[src/rtl/scmp_mem_arbiter_if.sv]
// Debug/loader port of the SC/MP board RAM arbiter.
// The master side is the requester; the arbiter is the slave.
interface scmp_mem_arbiter_if;
   logic        dbg_req;
   logic        dbg_we;
   logic [15:0] dbg_addr;
   logic [7:0]  dbg_wdata;
   logic        dbg_ack;
   logic [7:0]  dbg_rdata;
   logic        dbg_starved;

   modport master (
      output dbg_req, dbg_we, dbg_addr, dbg_wdata,
      input  dbg_ack, dbg_rdata, dbg_starved
   );

   modport slave (
      input  dbg_req, dbg_we, dbg_addr, dbg_wdata,
      output dbg_ack, dbg_rdata, dbg_starved
   );
endinterface

[src/rtl/scmp_mem_arbiter.sv]
// SC/MP board RAM arbiter: CPU first, debug port in quiet bus gaps.
// Define SCMP_ARB_ROM_WP_EN to drop CPU writes into the ROM window.
module scmp_mem_arbiter #(
   parameter int          QUIET_CYCLES = 2,
   parameter int          MAX_WAIT     = 1023,
   parameter logic [15:0] ROM_BASE     = 16'h7800,
   parameter logic [15:0] ROM_TOP      = 16'h7FFF
) (
   input  logic                clk,
   input  logic                rst_n,
   input  logic                cpu_rd_n,
   input  logic                cpu_wr_n,
   input  logic [15:0]         cpu_addr,
   input  logic [7:0]          cpu_dout,
   output logic [7:0]          cpu_din,
   scmp_mem_arbiter_if.slave   dbg,
   output logic [15:0]         mem_addr,
   output logic                mem_we,
   output logic [7:0]          mem_wdata,
   input  logic [7:0]          mem_rdata
);

   localparam logic [2:0] IDLE  = 3'd0;
   localparam logic [2:0] WAIT  = 3'd1;
   localparam logic [2:0] ISSUE = 3'd2;
   localparam logic [2:0] CAPT  = 3'd3;
   localparam logic [2:0] ACK   = 3'd4;

   localparam logic [3:0] QMAX = 4'(QUIET_CYCLES);
   localparam logic [9:0] WMAX = 10'(MAX_WAIT);

`ifdef SCMP_ARB_ROM_WP_EN
   localparam bit WP_EN = 1'b1;
`else
   localparam bit WP_EN = 1'b0;
`endif

   logic [2:0] state, state_nx;
   logic [3:0] quiet_cnt;
   logic [9:0] wait_cnt;
   logic [7:0] rdata_q;
   logic       starved_q;
   logic       cpu_act;
   logic       quiet;
   logic       in_rom;
   logic       cpu_prot;

   assign cpu_act  = !cpu_rd_n || !cpu_wr_n;
   assign quiet    = (quiet_cnt == QMAX);
   assign in_rom   = (cpu_addr >= ROM_BASE) && (cpu_addr <= ROM_TOP);
   assign cpu_prot = WP_EN && in_rom;

   assign cpu_din         = mem_rdata;
   assign dbg.dbg_ack     = (state == ACK);
   assign dbg.dbg_rdata   = rdata_q;
   assign dbg.dbg_starved = starved_q;

   always_comb begin
      state_nx = state;
      unique case (state)
         IDLE:
            if (dbg.dbg_req)
               state_nx = (quiet && !cpu_act) ? ISSUE : WAIT;
         WAIT:
            if (quiet && !cpu_act) state_nx = ISSUE;
         ISSUE:
            if (cpu_act)         state_nx = WAIT;
            else if (dbg.dbg_we) state_nx = ACK;
            else                 state_nx = CAPT;
         CAPT:    state_nx = ACK;
         ACK:     state_nx = IDLE;
         default: state_nx = IDLE;
      endcase
   end

   // A CPU strobe always steals the cycle, even from an ISSUE slot.
   always_comb begin
      mem_addr  = cpu_addr;
      mem_wdata = cpu_dout;
      mem_we    = 1'b0;
      if (cpu_act) begin
         mem_we = !cpu_wr_n && !cpu_prot;
      end else if (state == ISSUE) begin
         mem_addr  = dbg.dbg_addr;
         mem_wdata = dbg.dbg_wdata;
         mem_we    = dbg.dbg_we;
      end
   end

   always_ff @(posedge clk or negedge rst_n) begin
      if (!rst_n) begin
         state     <= IDLE;
         quiet_cnt <= '0;
         wait_cnt  <= '0;
         rdata_q   <= 8'h00;
         starved_q <= 1'b0;
      end else begin
         state <= state_nx;

         if (cpu_act)        quiet_cnt <= '0;
         else if (!quiet)    quiet_cnt <= quiet_cnt + 4'd1;

         unique case (state)
            IDLE, ACK:   wait_cnt <= '0;
            WAIT, ISSUE:
               if (wait_cnt != '1) wait_cnt <= wait_cnt + 10'd1;
            default:     wait_cnt <= wait_cnt;
         endcase

         if (state == CAPT) rdata_q <= mem_rdata;

         // Starvation drops together with the ack pulse.
         if (state_nx == ACK || state_nx == IDLE)
            starved_q <= 1'b0;
         else
            starved_q <= (wait_cnt >= WMAX);
      end
   end

endmodule
[src/flat_wrapper.sv]
// flat-port wrapper written by rule: the top's interface ports become plain ports
module scmp_mem_arbiter_flat 
#(
   parameter int          QUIET_CYCLES = 2,
   parameter int          MAX_WAIT     = 1023,
   parameter logic [15:0] ROM_BASE     = 16'h7800,
   parameter logic [15:0] ROM_TOP      = 16'h7FFF
)
  (clk, rst_n, cpu_rd_n, cpu_wr_n, cpu_addr, cpu_dout, cpu_din, mem_addr, mem_we, mem_wdata, mem_rdata, dbg_dbg_req, dbg_dbg_we, dbg_dbg_addr, dbg_dbg_wdata, dbg_dbg_ack, dbg_dbg_rdata, dbg_dbg_starved);
  scmp_mem_arbiter_if dbg_i ();
  input  logic clk;
  input  logic rst_n;
  input  logic cpu_rd_n;
  input  logic cpu_wr_n;
  input  logic [15:0] cpu_addr;
  input  logic [7:0] cpu_dout;
  output logic [7:0] cpu_din;
  output logic [15:0] mem_addr;
  output logic mem_we;
  output logic [7:0] mem_wdata;
  input  logic [7:0] mem_rdata;
  input wire logic [$bits(dbg_i.dbg_req)-1:0] dbg_dbg_req;
  input wire logic [$bits(dbg_i.dbg_we)-1:0] dbg_dbg_we;
  input wire logic [$bits(dbg_i.dbg_addr)-1:0] dbg_dbg_addr;
  input wire logic [$bits(dbg_i.dbg_wdata)-1:0] dbg_dbg_wdata;
  output wire logic [$bits(dbg_i.dbg_ack)-1:0] dbg_dbg_ack;
  output wire logic [$bits(dbg_i.dbg_rdata)-1:0] dbg_dbg_rdata;
  output wire logic [$bits(dbg_i.dbg_starved)-1:0] dbg_dbg_starved;
  assign dbg_i.dbg_req = dbg_dbg_req;
  assign dbg_i.dbg_we = dbg_dbg_we;
  assign dbg_i.dbg_addr = dbg_dbg_addr;
  assign dbg_i.dbg_wdata = dbg_dbg_wdata;
  assign dbg_dbg_ack = dbg_i.dbg_ack;
  assign dbg_dbg_rdata = dbg_i.dbg_rdata;
  assign dbg_dbg_starved = dbg_i.dbg_starved;
  scmp_mem_arbiter #(.QUIET_CYCLES(QUIET_CYCLES), .MAX_WAIT(MAX_WAIT), .ROM_BASE(ROM_BASE), .ROM_TOP(ROM_TOP)) u_core (.clk(clk), .rst_n(rst_n), .cpu_rd_n(cpu_rd_n), .cpu_wr_n(cpu_wr_n), .cpu_addr(cpu_addr), .cpu_dout(cpu_dout), .cpu_din(cpu_din), .dbg(dbg_i), .mem_addr(mem_addr), .mem_we(mem_we), .mem_wdata(mem_wdata), .mem_rdata(mem_rdata));
endmodule
[config.mk]
export PLATFORM = sky130hd
export DESIGN_NAME = scmp_mem_arbiter_flat
export DESIGN_NICKNAME = d
export VERILOG_FILES = /design/src/rtl/scmp_mem_arbiter_if.sv /design/src/rtl/scmp_mem_arbiter.sv /design/src/flat_wrapper.sv
export SDC_FILE = /design/constraint.sdc
export NUM_CORES = 1
export LEC_CHECK = 0
export BUFFER_PORTS_ARGS = -buffer_cell sky130_fd_sc_hd__buf_2
export CAP_MARGIN = 10
export CELL_PAD_IN_SITES_DETAIL_PLACEMENT = 1
export CELL_PAD_IN_SITES_GLOBAL_PLACEMENT = 1
export CORE_MARGIN = 5
export CORE_UTILIZATION = 32
export CTS_CLUSTER_SIZE = 25
export DETAILED_ROUTE_END_ITERATION = 16
export PLACE_DENSITY_LB_ADDON = 0.1
export SYNTH_ARGS = -nofsm -noshare
export SYNTH_HDL_FRONTEND = slang
export SYNTH_SLANG_ARGS = --single-unit
[constraint.sdc]
create_clock -name clk -period 2.2 [get_ports clk]
set_input_delay 0.11 -clock clk [delete_from_list [all_inputs] [get_ports clk]]
set_output_delay 0.11 -clock clk [all_outputs]
set_load 0.05 [all_outputs]
==> results.yml <==
place:
  dp_hpwl_mm: 4.004
  post-place-ws_ps: 449.0
  postPlaceCellArea_um2: 2272
  place.gp.congestion: 0.7221
  io_buffers: 104
synthesis:
  synth_area_per_cell_um2: 11.58
  ys_types: 45
  syn_nets: 216
  synthFlopType: "dfrtp_1"
  synth_top_cell_by_area: "dfrtp_1"
  async_reset_ff_frac: 1.000
  yosys_warnings: 0
  ys_ff_latch: 26
  synth_top_area_frac: 0.3720
  synth_edf_count: 0
  synth_cells: 151
  synth_area_um2: 1749
  ys_seq_area_frac: 0.3720
  synth.area.top_cells: "dfrtp_1 37%, mux2_4 16%, mux2_2 8.4%, buf_4 3.4%, nor2_1 2.8%"
timing:
  finalCritPeriodShare: 0.9321
  finalHoldViolations: 0
  rsz0062_at_grt: "false"
  hold_ws_ps: 73.31
  slew_violations: 0
  maxSlewHeadroom: 0.6041
  period_needed_ps: 2051
  max_freq_ghz: 0.4877
  setup_viol: 0
  finalWorstSetupSlack_ps: 149.5
  setup_tns_ps: 0
  worstMarginPinSlew_ps: 593.8
  finalClockSkew_ps: 1.044
setup_path:
  crit_path_start_kind: "flop"
  r2r_cells: 5
  cp_cell_sequence: "nor3b_4 -> nand3_4 -> buf_4 -> mux2_4 -> buf_2"
  cp_slowest_cell: "dfrtp_1"
  path_max_fanout: 16
  critPathKind: "flop to output port"
  r2r-start: "u_core.wait_cnt[0]"
  r2r_end: "u_core.wait_cnt[5]"
  critPathMaxStageDelay_ps: 500
  worstSetupEndpointType: "output port"
  reg2reg_slack_ps: 480
  cp.buffers_inverters: 2
  path_depth: 5
  arrival_ps: 1940
  cp_top_family: "flip-flops"
  required_ps: 2090
clock_network:
  cts_tree: "yes"
  cts_setup_buffers: 0
  clock_latency_ps: 270
  cts-root-buf: "clkbuf_8"
  htree_levels: 1
  clkTransAtPathRegs_ps: 90
  clock_path_buffers: 2
  numCtsBuffers: 3
  cts_sinks: 26
pwr:
  clkPwrFrac: 0.238
  sw_frac_of_total: 0.3859
  p_per_area_nw_per_um2: 717.5
  p_sw_uw: 651.7
  ir_drop_v: 0.0003852
  p_int_mw: 1.037
  leakage_nw: 1.220
  seqPwrFrac: 0.387
  combPwrFrac: 0.375
route:
  drtIter0Drc: 35
  routed_via_density: 4.622
  routed_wl_mm: 4.888
  route.detailed.drc: 0
  ant_nets: 0
  via_count: 1493
  firstDrtPassIters: 4
  wl_per_cell_um: 15.13
floorplan:
  io_pins: 105
  die_area_um2: 7045
  dieHeight_um: 83.94
  core_um2: 5405
  die_x_um: 83.94
  start_util: 0.3236
  rows: 27
hold_path:
  hold_end: "u_core.dbg.dbg_rdata[1]"
  hp-start: "mem_rdata[1]"
  hold_class: "primary input to flop"
  whs_path_depth: 2
layout:
  syn_to_final_growth_pct: 34.55
  nFillCells: 662
  drive_gt1_frac: 0.6175
  final_cell_area_um2: 2354
  num_antenna_cells: 0
  utilization: 0.4354
  final_nets: 317
global_route:
  grt_max_degree: 27
  grt_antenna_before_repair: 0
  grt_pass1_vias: 1674
  grt-ovfl-total: 0
  grt.total_usage: 0.1411
  grt_pass1_wl_mm: 8.224
run:
  max-cap-violations: 0
outcome:
  outcome: "finished clean"
-- layer usage --
metal,GRT usage,share of wire
met5,0,0
met2,0.2581,0.54
met1,0.1646,0.41
met3,0.03258,0.034
met4,0.03509,0.015
-- what timing repair did --
item,in CTS,in global routing
gates resized for setup,0,0
hold buffers,1,0
endpoints found under the hold margin,26,0
-- cells in the final DEF, fill, tap and decap left out, drive strengths merged, types with 2 or more instances in the layout --
master    n
nand4     3
buf     109
a211oi    3
a31oi     2
o31ai     2
nor3      6
ha        3
nand3     4
mux2     32
nor3b     2
dfrtp    26
inv       2
clkbuf    3
o21ai     2
or3       2
a21oi     8
xor2      3
nand2     7
nor2     13
-- kinds of logic after synthesis --
| kind of cell | share of synthesized area |
|---|---|
| compound gates | 0.09084 |
| mux | 0.2468 |
| xor+xnor | 0.02003 |
| buf+inv | 0.07582 |
| fa+ha+maj | 0.02146 |
| flops | 0.3720 |
| simple gates | 0.1731 |
-- registers in the layout, summed over array words and instances (netlist names) --
signal                  count
u_core.wait_cnt            10
u_core.dbg.dbg_rdata        8
u_core.quiet_cnt            4
u_core.state                3
u_core.dbg.dbg_starved      1
-- through the flow --
| step | power, mW | std cells |
|---|---|---|
| after detailed placement | 1.303 | 318 |
| after global routing | 1.802 | 323 |
| final | 1.689 | 323 |
| after CTS | 1.716 | 323 |
| after global placement | 1.297 | 318 |
| after floorplan | 1.126 | 151 |
-- worst max-delay path by stage --
| stage | startpoint | end | slack, ps |
|---|---|---|---|
| 6_report | u_core.state[2] | mem_addr[10] | 150 |
| 3_5_place_dp | u_core.state[2] | mem_addr[11] | 450 |
| 2_1_floorplan | u_core.state[2] | mem_addr[10] | 590 |
| 5_1_grt | u_core.state[2] | mem_addr[8] | 50 |
| 4_1_cts | u_core.state[2] | mem_addr[11] | 140 |
| 3_3_place_gp | u_core.state[2] | mem_addr[12] | 490 |
-- cell type report --
cell class / instances / area [um^2] / share of cell area
multi-input combinational: 109 / 965.9 / 0.4104
sequential: 26 / 650.6 / 0.2764
timing repair buffer: 110 / 568.0 / 0.2414
tap: 72 / 90.09 / 0.03828
clock buffer: 3 / 41.29 / 0.01754
clock inverter: 1 / 30.03 / 0.01276
inverter: 2 / 7.507 / 0.003190
-- cells in the mapped netlist, types with 2 or more instances --
master and number:
inv_1 2, nand4_1 2, o21ai_0 2, a31oi_1 2, ha_1 3, dfrtp_1 26
nor2_1 13, buf_4 8, xor2_1 3, nand3_1 3, buf_6 3, a211oi_1 2
mux2_4 19, nor3_1 6, clkbuf_8 2, mux2_2 13, a21oi_1 7, o31ai_1 2
nand2_1 7
-- power by group through the flow --
stage,sequential (mW),clock (mW),combinational (mW)
after detailed placement,0.660,0,0.643
after floorplan,0.777,0,0.349
after CTS,0.655,0.418,0.644
after global routing,0.672,0.442,0.689
final,0.654,0.401,0.634
after global placement,0.661,0,0.636
(Power assumes the default switching activity.)
